File: src/rtl/pipeline_pkg.sv
// Shared pipeline-wide constants for the core and its memory-side blocks.
package pipeline;

  localparam int unsigned XLEN = 32;

endpackage

File: src/rtl/c2c_w_store_buffer.sv
// Store buffer: acks core stores into a FIFO and drains them to the cache write port.
// Optional write coalescing into the newest non-head entry: define C2C_W_STORE_BUFFER_COALESCE_EN.
module c2c_w_store_buffer
  import pipeline::*;
#(
  parameter int unsigned DEPTH = 4
) (
  input  logic              clk,
  input  logic              reset_n,
  input  logic              core_we,
  input  logic [XLEN/8-1:0] core_sel,
  input  logic [XLEN-1:0]   core_addr,
  input  logic [XLEN-1:0]   core_data,
  output logic              core_ack,
  output logic              mem_we,
  output logic [XLEN/8-1:0] mem_sel,
  output logic [XLEN-1:0]   mem_addr,
  output logic [XLEN-1:0]   mem_data,
  input  logic              mem_ack,
  output logic              empty
);

  localparam int unsigned NB  = XLEN / 8;
  localparam int unsigned PW  = (DEPTH > 1) ? $clog2(DEPTH) : 1;
  localparam int unsigned CW  = $clog2(DEPTH + 1);
  localparam int unsigned LSB = $clog2(NB);

  logic [NB-1:0]   sel_q  [DEPTH];
  logic [XLEN-1:0] addr_q [DEPTH];
  logic [XLEN-1:0] data_q [DEPTH];

  logic [PW-1:0] head, tail;
  logic [CW-1:0] count;
  logic          full;
  logic          merge;
  logic          push;
  logic          pop;

  assign full  = (count == CW'(DEPTH));
  assign empty = (count == CW'(0));

`ifdef C2C_W_STORE_BUFFER_COALESCE_EN
  // Newest entry is only mergeable while it is not the head on mem_*.
  logic [PW-1:0] last;
  assign last     = tail - PW'(1);
  assign merge    = core_we && reset_n && (count >= CW'(2)) &&
                    (core_addr[XLEN-1:LSB] == addr_q[last][XLEN-1:LSB]);
  assign core_ack = core_we && reset_n && (merge || !full);
`else
  assign merge    = 1'b0;
  assign core_ack = core_we && reset_n && !full;
`endif

  assign push = core_ack && !merge;
  assign pop  = mem_we && mem_ack;

  assign mem_we   = !empty;
  assign mem_sel  = sel_q[head];
  assign mem_addr = addr_q[head];
  assign mem_data = data_q[head];

  // Pointer and occupancy tracking; a reset drops everything pending.
  always_ff @(posedge clk or negedge reset_n) begin
    if (!reset_n) begin
      head  <= '0;
      tail  <= '0;
      count <= '0;
    end else begin
      if (push) tail <= tail + PW'(1);
      if (pop)  head <= head + PW'(1);
      if (push && !pop)      count <= count + CW'(1);
      else if (pop && !push) count <= count - CW'(1);
    end
  end

  // Entry storage is deliberately left unreset.
  always_ff @(posedge clk) begin
    if (push) begin
      sel_q[tail]  <= core_sel;
      addr_q[tail] <= core_addr;
      data_q[tail] <= core_data;
    end
`ifdef C2C_W_STORE_BUFFER_COALESCE_EN
    else if (merge) begin
      sel_q[last] <= sel_q[last] | core_sel;
      for (int i = 0; i < int'(NB); i++) begin
        if (core_sel[i]) data_q[last][8*i +: 8] <= core_data[8*i +: 8];
      end
    end
`endif
  end

endmodule

File: config.mk
export PLATFORM = sky130hd
export DESIGN_NAME = c2c_w_store_buffer
export DESIGN_NICKNAME = d
export VERILOG_FILES = /design/src/rtl/pipeline_pkg.sv /design/src/rtl/c2c_w_store_buffer.sv
export SDC_FILE = /design/constraint.sdc
export NUM_CORES = 1
export LEC_CHECK = 0
export BUFFER_PORTS_ARGS = -buffer_cell sky130_fd_sc_hd__buf_2
export CAP_MARGIN = 15
export CORE_MARGIN = 1.5
export CORE_UTILIZATION = 57
export DETAILED_ROUTE_END_ITERATION = 10
export PLACE_DENSITY = 0.87
export SYNTH_ARGS = -nofsm -noshare
export SYNTH_HDL_FRONTEND = slang
export SYNTH_SLANG_ARGS = --single-unit
File: constraint.sdc
create_clock -name clk -period 3.6 [get_ports clk]
set_input_delay 0.18 -clock clk [delete_from_list [all_inputs] [get_ports clk]]
set_output_delay 0.18 -clock clk [all_outputs]
set_load 0.01 [all_outputs]
# Word level (Yosys, flattened, before mapping)
# Memories as Yosys holds them, arrays and structs flattened.
# Index checks and enable logic that the tools add are counted.
# totals
register_bits	7
mem_bits_rw	272
in_bits	72
output_inout_bits	71
word_cells	26
mem_count	3
# classes
addsub	4
eq_ne	1
n_mux	4
reduce_logical	11
# mem_list
memory	depth	width	rd	rd_ports_with_merged_regs	write_ports	line_no	source
addr_q	4	32	1	0	1	c2c_w_store_buffer.sv:29	logic [XLEN-1:0] addr_q [DEPTH];
data_q	4	32	1	0	1	c2c_w_store_buffer.sv:30	logic [XLEN-1:0] data_q [DEPTH];
sel_q	4	4	1	0	1	c2c_w_store_buffer.sv:28	logic [NB-1:0] sel_q [DEPTH];
# op_table
operator	n
$mux 3	2
$logic_and 1x1->1	5
$add 2x1->2 const B	2
$logic_not 1->1	4
$add 3x1->3 const B	1
$eq 3x3->1 const B	1
$logic_not 3->1	1
$sub 3x1->3 const B	1
$mux 1	2
$reduce_bool 2->1	1

# Depth between registers and ports, before layout
# Gate-level depths: netlist (run 1).
# depth
ltp_word	7
depth_mapped	8
mapped_depth_nobuf	8

# Least setup slack after synthesis (run 1)
# No wires, ideal clock.
# synth_path
path_kind	register to register
start	register count[0]
end	memory addr_q[0][0], enable pin
setup_time_ns	0.433
t_arrival_ns	2.448
setup_slack_ns	0.718
stages_incl_launch_ff	4
path_buffers	0
synth_period_minus_slack_ns	2.882
path_cell_list	dfrtp_1 nor2_1 a21oi_2 and2_1
# synth_between
elab_chain_len	5
# synth_lines
element	line_no	source
start: declaration	c2c_w_store_buffer.sv:33	logic [CW-1:0] count;
start signal: assignment	c2c_w_store_buffer.sv:71	if (push && !pop) count <= count + CW'(1);
start signal: assignment	c2c_w_store_buffer.sv:72	else if (pop && !push) count <= count - CW'(1);
$eq 3x3->1	c2c_w_store_buffer.sv:39	assign full = (count == CW'(DEPTH));
$logic_not 1->1	c2c_w_store_buffer.sv:51	assign core_ack = core_we && reset_n && !full;
$logic_and 1x1->1	c2c_w_store_buffer.sv:51	
via core_ack	c2c_w_store_buffer.sv:14	output logic core_ack,
$mux 1	c2c_w_store_buffer.sv:78	if (push) begin
$mux 1 (implied by the code)	c2c_w_store_buffer.sv:80	addr_q[tail] <= core_addr;
end: declaration	c2c_w_store_buffer.sv:29	
# The timed path passes the listed nets, and every way through them passes these cells.

# Worst setup path after layout (run 1)
# layout_path
start	register head[0]
end	output port mem_data[7]
# layout_between
elab_chain_len	1
# layout_lines
element	line_no	source
start: declaration	c2c_w_store_buffer.sv:32	logic [PW-1:0] head, tail;
start signal: assignment	c2c_w_store_buffer.sv:70	if (pop) head <= head + PW'(1);
$mem_v2 4x32	--	
end: declaration	c2c_w_store_buffer.sv:18	output logic [XLEN-1:0] mem_data,
# Every way passes these cells.

==> flow_summary.json, run 1 <==
{
  "run_status": "completed",
  "drt_iter0_drc": 334,
  "worst_ep_arrival_time_ns": 2.47,
  "hold_ws_ns": 0.05296,
  "netlist_area_um2": 10300,
  "die_height_um": 137.4,
  "power.clock.fraction_pct": 28.4,
  "effective_utilization_at_floorplan_pct": 58.94,
  "worst_ir_drop_vdd_mv": 0.6527,
  "share_comb_of_total_power_pct": 24.6,
  "numPortBuffers": 142,
  "timing.critical_path.slowest_stage_cell": "sky130_fd_sc_hd__dfrtp_4",
  "clock_tree_skew_after_final_layout_ns": 0.01726,
  "timing.rr.end": "sel_q[1][3]",
  "slew-limit-headroom_pct": 29.35,
  "tritoncts": "yes",
  "gr-total-overflow": 0,
  "dpl.hpwl_um": 9845,
  "multiInputGateArea_um2": 1759,
  "grtUsageTotal_pct": 20.27,
  "syn2layout_area_growth_pct": 22.90,
  "syn_area_per_cell_um2": 26.28,
  "routabilityCongestion": 0.7630,
  "final_nets": 696,
  "floorplan.die_area_um2": 18890,
  "holdCritPathClass": "in2async",
  "ys_seq_elements": 279,
  "antenna_left": 0,
  "drc": 0,
  "timing.critical_path.required_ns": 3.42,
  "post_cts_resized": 0,
  "cts_hold_repair.buffers": 70,
  "setup.worst_path.start_class": "flip-flop",
  "first_pass_grt_wire_length_um": 28360,
  "synth-warning-count": 0,
  "path_cells": "buf_12, mux4_2, buf_2",
  "wirelength_um": 18630,
  "grt_start_max_net_pins": 70,
  "cts.path.max_buffers": 3,
  "worst_setup_hold_path_clk_slew_ns": 0.06,
  "final-max-slew-violation-count": 0,
  "initial_antenna_violation_count": 0,
  "clock_insertion_delay_worst_skew_ns": 0.52,
  "fmaxAchievable_mhz": 378.1,
  "number_of_inserted_filler_cells_in_the_final_layout": 956,
  "avgRoutedWirePerCell_um": 21.61,
  "floorplan.rows": 48,
  "timing.rr.start": "count[0]",
  "cts.repair_timing.setup_buffer_count": 0,
  "max_stage_delay_ns": 0.79,
  "setup_total_negative_slack_ns": 0,
  "p_sw_share_pct": 27.38,
  "critical_path.top_delay_family": "flip-flops",
  "ctsHtreeMaxLevel": 1,
  "drtPass1Iterations": 4,
  "timing_hold_violations_final": 0,
  "seqPwrFrac_pct": 47.0,
  "first_global_vias": 5416,
  "cts-buffers-inserted": 27,
  "syn-instance-count": 392,
  "mappedNetlistNets": 470,
  "p_leak_nw": 4.377,
  "cts.sinks": 279,
  "post_synth_cell_types": 19,
  "path_depth": 3,
  "finalPower_mw": 9.216,
  "synth-seq-area-share_pct": 80.99,
  "critical_path_peak_fanout": 44,
  "ff_latch_area_um2": 8351,
  "io_pins": 143,
  "switching_power_mw": 2.523,
  "routed_vias": 4852,
  "intPower_mw": 6.693,
  "setup_viol": 0,
  "floorplan.core_area_um2": 17480,
  "maxCapViolCount": 0,
  "fin_crit_ns": 2.645,
  "drive_gt1_share_pct": 40.50,
  "rsz0062_at_grt": "no",
  "crit_path_end_kind": "output port",
  "regToRegSetupSlack_ns": 1.35,
  "power.density_nw_per_um2": 728.0,
  "worstMarginPinSlew_ns": 1.060,
  "clk_root_buffer_cell": "sky130_fd_sc_hd__clkbuf_16",
  "ff2ff_path_depth": 3,
  "final.period_utilization_pct": 73.47,
  "type_of_the_worst_setup_path": "reg2out",
  "chipWidth_um": 137.4,
  "antennaDiodeCount": 0,
  "critPathBufInv": 2,
  "via_per_inst": 5.629
}
[state kept, by name, summed over array words and instances (netlist names)]
name and flops:
sel_q 16, data_q 128, addr_q 128, tail 2, head 2, count 3
[cell usage after synthesis]
cell type / instances / area share [%]
sky130_fd_sc_hd__edfxtp_1: 272 / 79
sky130_fd_sc_hd__mux4_2: 68 / 15
sky130_fd_sc_hd__buf_12: 7 / 1.4
sky130_fd_sc_hd__buf_2: 7 / 0.34
sky130_fd_sc_hd__dfrtp_1: 7 / 1.7
sky130_fd_sc_hd__ha_1: 5 / 0.61
sky130_fd_sc_hd__and2_1: 4 / 0.24
sky130_fd_sc_hd__inv_1: 4 / 0.15
sky130_fd_sc_hd__xnor2_1: 4 / 0.34
sky130_fd_sc_hd__mux2_2: 2 / 0.22
sky130_fd_sc_hd__nand2_1: 2 / 0.073
sky130_fd_sc_hd__nor2_1: 2 / 0.073
sky130_fd_sc_hd__xor2_1: 2 / 0.17
sky130_fd_sc_hd__a21oi_2: 1 / 0.085
sky130_fd_sc_hd__buf_4: 1 / 0.073
sky130_fd_sc_hd__buf_6: 1 / 0.11
sky130_fd_sc_hd__fa_1: 1 / 0.19
sky130_fd_sc_hd__nand3_1: 1 / 0.049
sky130_fd_sc_hd__or3_1: 1 / 0.061
[worst max-delay path by stage]
stage | start | to | slack, ns
5_1_grt | head[0] | mem_addr[18] | 0.78
2_1_floorplan | count[0] | addr_q[0][0] | 0.72
6_report | head[0] | mem_data[7] | 0.95
4_1_cts | head[0] | mem_addr[3] | 0.86
3_3_place_gp | head[0] | mem_data[7] | 1.42
3_5_place_dp | count[0] | addr_q[3][24] | 1.38
[power by group through the flow]
stage | logic (mW) | registers [mW] | clock network [mW]
6_report | 2.27 | 4.33 | 2.62
2_1_floorplan | 1.84 | 4.11 | 0
3_3_place_gp | 2.19 | 4.37 | 0
5_1_grt | 2.46 | 4.38 | 2.78
4_1_cts | 2.31 | 4.35 | 2.66
3_5_place_dp | 2.23 | 4.41 | 0
[cell families after synthesis]
| group | synth area share, % |
|---|---|
| buffers and inverters | 2.028 |
| AO/OA/AOI/OAI | 0.08504 |
| adder cells (fa/ha/maj) | 0.8017 |
| multiplexers | 15.09 |
| AND/OR/NAND/NOR | 0.4980 |
| XOR/XNOR | 0.5101 |
| flip-flops | 80.99 |
[metrics by stage]
step | std cells | utilization (%) | cell area (µm²) | setup slack (ns)
6_report | 862 | 72.44 | 12660 | 0.9549
5_1_grt | 862 | 72.44 | 12660 | 0.7751
4_1_cts | 862 | 72.44 | 12660 | 0.8606
3_5_place_dp | 744 | 63.72 | 11140 | 1.383
3_3_place_gp | 744 | 63.72 | 11140 | 1.424
2_1_floorplan | 392 | - | 10300 | 0.7182
[area by class of cell]
cell class,instances,area share (%)
inverters,4,0.1186
multi-input cells,93,13.90
well taps,225,2.224
repair buffers,213,11.31
flip-flops and latches,279,65.96
clock buffers,30,5.426
clock inverters,18,1.067
[placed cells by master, fill, tap and decap left out]
cell / n
sky130_fd_sc_hd__nand3_1: 1
sky130_fd_sc_hd__xor2_1: 2
sky130_fd_sc_hd__clkbuf_1: 3
sky130_fd_sc_hd__clkinv_1: 7
sky130_fd_sc_hd__mux4_2: 68
sky130_fd_sc_hd__bufinv_16: 2
sky130_fd_sc_hd__inv_1: 4
sky130_fd_sc_hd__inv_6: 1
sky130_fd_sc_hd__dfrtp_1: 5
sky130_fd_sc_hd__edfxtp_1: 272
sky130_fd_sc_hd__xnor2_1: 4
sky130_fd_sc_hd__clkbuf_16: 27
sky130_fd_sc_hd__clkinv_2: 8
sky130_fd_sc_hd__or3_1: 1
sky130_fd_sc_hd__ha_1: 5
sky130_fd_sc_hd__dfrtp_4: 2
sky130_fd_sc_hd__buf_12: 1
sky130_fd_sc_hd__dlygate4sd3_1: 70
sky130_fd_sc_hd__a21oi_2: 1
sky130_fd_sc_hd__nand2_1: 2
sky130_fd_sc_hd__mux2_2: 2
sky130_fd_sc_hd__nor2_1: 2
sky130_fd_sc_hd__and2_4: 4
sky130_fd_sc_hd__fa_1: 1
sky130_fd_sc_hd__buf_2: 142
[metal layers]
metal	vias to the layer above	global-route usage [%]	routed length (µm)
li1	2126	-	-
met1	2532	24.75	7212
met2	160	36.75	9986
met3	34	4.305	1048
met4	0	5.497	378
met5	-	0	0
(Power assumes the default switching activity.)
==> inputs of run 2 (changes only) <==
ABC_AREA = 1   (was default)
CORE_UTILIZATION = 58   (was 57)
PLACE_DENSITY = 0.88   (was 0.87)
clock period = 2.6 ns   (was 3.6 ns; I/O delays follow)
==> run 2 against run 1 <==
- clock skew down 0.0049 ns
- largest power group unchanged
- hold slack better by 0.31 ns
- critical endpoint is now mem_data[8]
- clock power up 56%
- highest routed layer unchanged
- largest cell class unchanged
- total power up 54%
- synthesized cell count up 120%
==> flow_summary.json, run 2 <==
{
  "reg.largest.list": "addr_q: 128 flops, data_q: 128 flops, sel_q: 16 flops",
  "power.density_nw_per_um2": 1023,
  "holdCritPathClass": "in2reg",
  "numPortBuffers": 142,
  "clock_insertion_delay_worst_skew_ns": 0.53,
  "timing_hold_violations_final": 0,
  "type_of_the_worst_setup_path": "reg2out",
  "cts_hold_repair.buffers": 72,
  "critical_path_peak_fanout": 68,
  "syn-instance-count": 856,
  "clk_root_buffer_cell": "sky130_fd_sc_hd__clkbuf_16",
  "ctsHtreeMaxLevel": 1,
  "slew-limit-headroom_pct": 40.34,
  "post-route-util_pct": 73.23,
  "antennaDiodeCount": 0,
  "timing.critical_path.required_ns": 2.47,
  "synth-warning-count": 0,
  "drt_iter0_drc": 455,
  "crit_path_end_kind": "output port",
  "tritoncts": "yes",
  "worstMarginPinSlew_ns": 0.8949,
  "gr-total-overflow": 0,
  "first_pass_grt_wire_length_um": 35730,
  "cts.repair_timing.setup_buffer_count": 0,
  "mappedNetlistNets": 934,
  "syn_area_per_cell_um2": 13.26,
  "fin_crit_ns": 2.333,
  "hold_ws_ns": 0.3581,
  "timing.rr.start": "count[0]",
  "ff2ff_path_depth": 9,
  "first_global_vias": 7185,
  "min-delay-start": "core_data[2]",
  "floorplan.core_area_um2": 18960,
  "layout_commonest_cell": "sky130_fd_sc_hd__edfxtp_1",
  "yosys.area.top_type_share_pct": 71.98,
  "worst_ir_drop_vdd_mv": 0.8381,
  "floorplan.die_area_um2": 20410,
  "synth-seq-area-share_pct": 73.53,
  "p_leak_nw": 5.641,
  "synth_largest_area_cell": "sky130_fd_sc_hd__edfxtp_1",
  "setup_viol": 0,
  "worst_setup_hold_path_clk_slew_ns": 0.07,
  "rsz0062_at_grt": "no",
  "dpl.hpwl_um": 12260,
  "fmaxAchievable_mhz": 428.7,
  "placement.setup.worst_slack_ns": 0.4922,
  "worst_ep_arrival_time_ns": 2.20,
  "synthTopCellsByArea": "sky130_fd_sc_hd__edfxtp_1 72%, sky130_fd_sc_hd__o211ai_1 9.0%, sky130_fd_sc_hd__nand2_1 7.4%, sky130_fd_sc_hd__inv_1 5.0%, sky130_fd_sc_hd__buf_6 2.6%",
  "cts-buffers-inserted": 28,
  "timing.rr.end": "count[1]",
  "mostFrequentLayoutCells": "272 x sky130_fd_sc_hd__edfxtp_1, 223 x sky130_fd_sc_hd__nand2_1, 151 x sky130_fd_sc_hd__inv_1",
  "netlist_area_um2": 11350,
  "setup.worst_path.start_class": "flip-flop",
  "final.period_utilization_pct": 89.71,
  "synth_ff_type": "sky130_fd_sc_hd__edfxtp_1",
  "floorplan.rows": 50,
  "effective_utilization_at_floorplan_pct": 59.86,
  "routabilityCongestion": 0.7448,
  "cts.sinks": 279,
  "layout_setup_ws_ns": 0.2675,
  "ff_latch_area_um2": 8344,
  "min_delay_path_depth": 2,
  "drtPass1Iterations": 6,
  "final-max-slew-violation-count": 0,
  "antenna_left": 0,
  "final_nets": 1147,
  "regToRegSetupSlack_ns": 0.40,
  "run_status": "completed",
  "yosysMostFrequentCell": "sky130_fd_sc_hd__edfxtp_1",
  "via_per_inst": 5.281,
  "number_of_inserted_filler_cells_in_the_final_layout": 1145,
  "chipWidth_um": 142.9,
  "clock_tree_skew_after_final_layout_ns": 0.01239,
  "routed_vias": 7129,
  "post_cts_resized": 0,
  "syn2layout_area_growth_pct": 22.33,
  "die_height_um": 142.9,
  "wirelength_um": 22820,
  "cts.path.max_buffers": 3,
  "worstHoldEndpoint": "data_q[1][2]",
  "post_synth_cell_types": 17,
  "maxCapViolCount": 0,
  "initial_antenna_violation_count": 0,
  "multiInputGateArea_um2": 2041,
  "io_pins": 143,
  "grt_start_max_net_pins": 71,
  "synth_edf_count": 272,
  "drc": 0,
  "ys_seq_elements": 279,
  "grtUsageTotal_pct": 22.83,
  "ys_async_rst_share_pct": 2.509,
  "drive_gt1_share_pct": 19.08,
  "avgRoutedWirePerCell_um": 16.90,
  "synthTopCellsByCount": "272 x sky130_fd_sc_hd__edfxtp_1, 223 x sky130_fd_sc_hd__nand2_1, 151 x sky130_fd_sc_hd__inv_1"
}
[run 2: metal layers]
layer	global-route usage (%)	vias up	part of all wire [%]
met5	0	-	0
met4	8.139	0	2.3
met3	3.789	46	6.0
met2	42.16	254	54
met1	26.91	3428	38
li1	-	3401	-
[run 2: final cells by class]
class	instances	area share (%)
Timing Repair Buffer	228	11.79
Tap cell	260	2.344
Clock inverter	20	1.595
Multi-Input combinational cell	379	14.70
Inverter	153	4.173
Sequential cell	279	60.11
Clock buffer	31	5.282
[run 2: worst max-delay path: stages, from the launching register on]
cell and delay (ns):
sky130_fd_sc_hd__dfrtp_1 0.43, sky130_fd_sc_hd__clkinv_4 0.37, sky130_fd_sc_hd__buf_12 0.35, sky130_fd_sc_hd__o211ai_1 0.24, sky130_fd_sc_hd__nand2_1 0.11, sky130_fd_sc_hd__buf_2 0.16
[run 2: cells by family after synthesis]
group | share of synthesized area, %
AOI/OAI and AO/OA | 9.042
xor gates and xnor gates | 0.07720
adders and majority gates | 0.7278
buffers and inverters | 8.755
DFF | 73.53
and+or+nand+nor | 7.873
[run 2: worst max-delay path by stage]
stage | from | to | depth (start not counted)
global route | head[0] | mem_addr[20] | 6
global placement | count[0] | count[1] | 9
finish | head[0] | mem_data[8] | 5
floorplan | count[0] | addr_q[0][0] | 4
detailed placement | count[0] | count[1] | 9
CTS | head[0] | mem_addr[28] | 6
[run 2: where the power goes]
group | switching [mW] | internal [mW]
Clock | 1.65 | 2.44
Sequential | 0.151 | 5.46
Combinational | 2.93 | 1.57
[run 2: through the flow]
step	std cells	total power [mW]	instance area [µm²]	TNS (ns)
finish	1350	14.20	13880	0
global route	1350	14.91	13880	0
CTS	1350	14.17	13880	0
detailed placement	1227	10.04	12210	0
global placement	1227	9.885	12210	0
floorplan	856	8.848	11360	-97.31
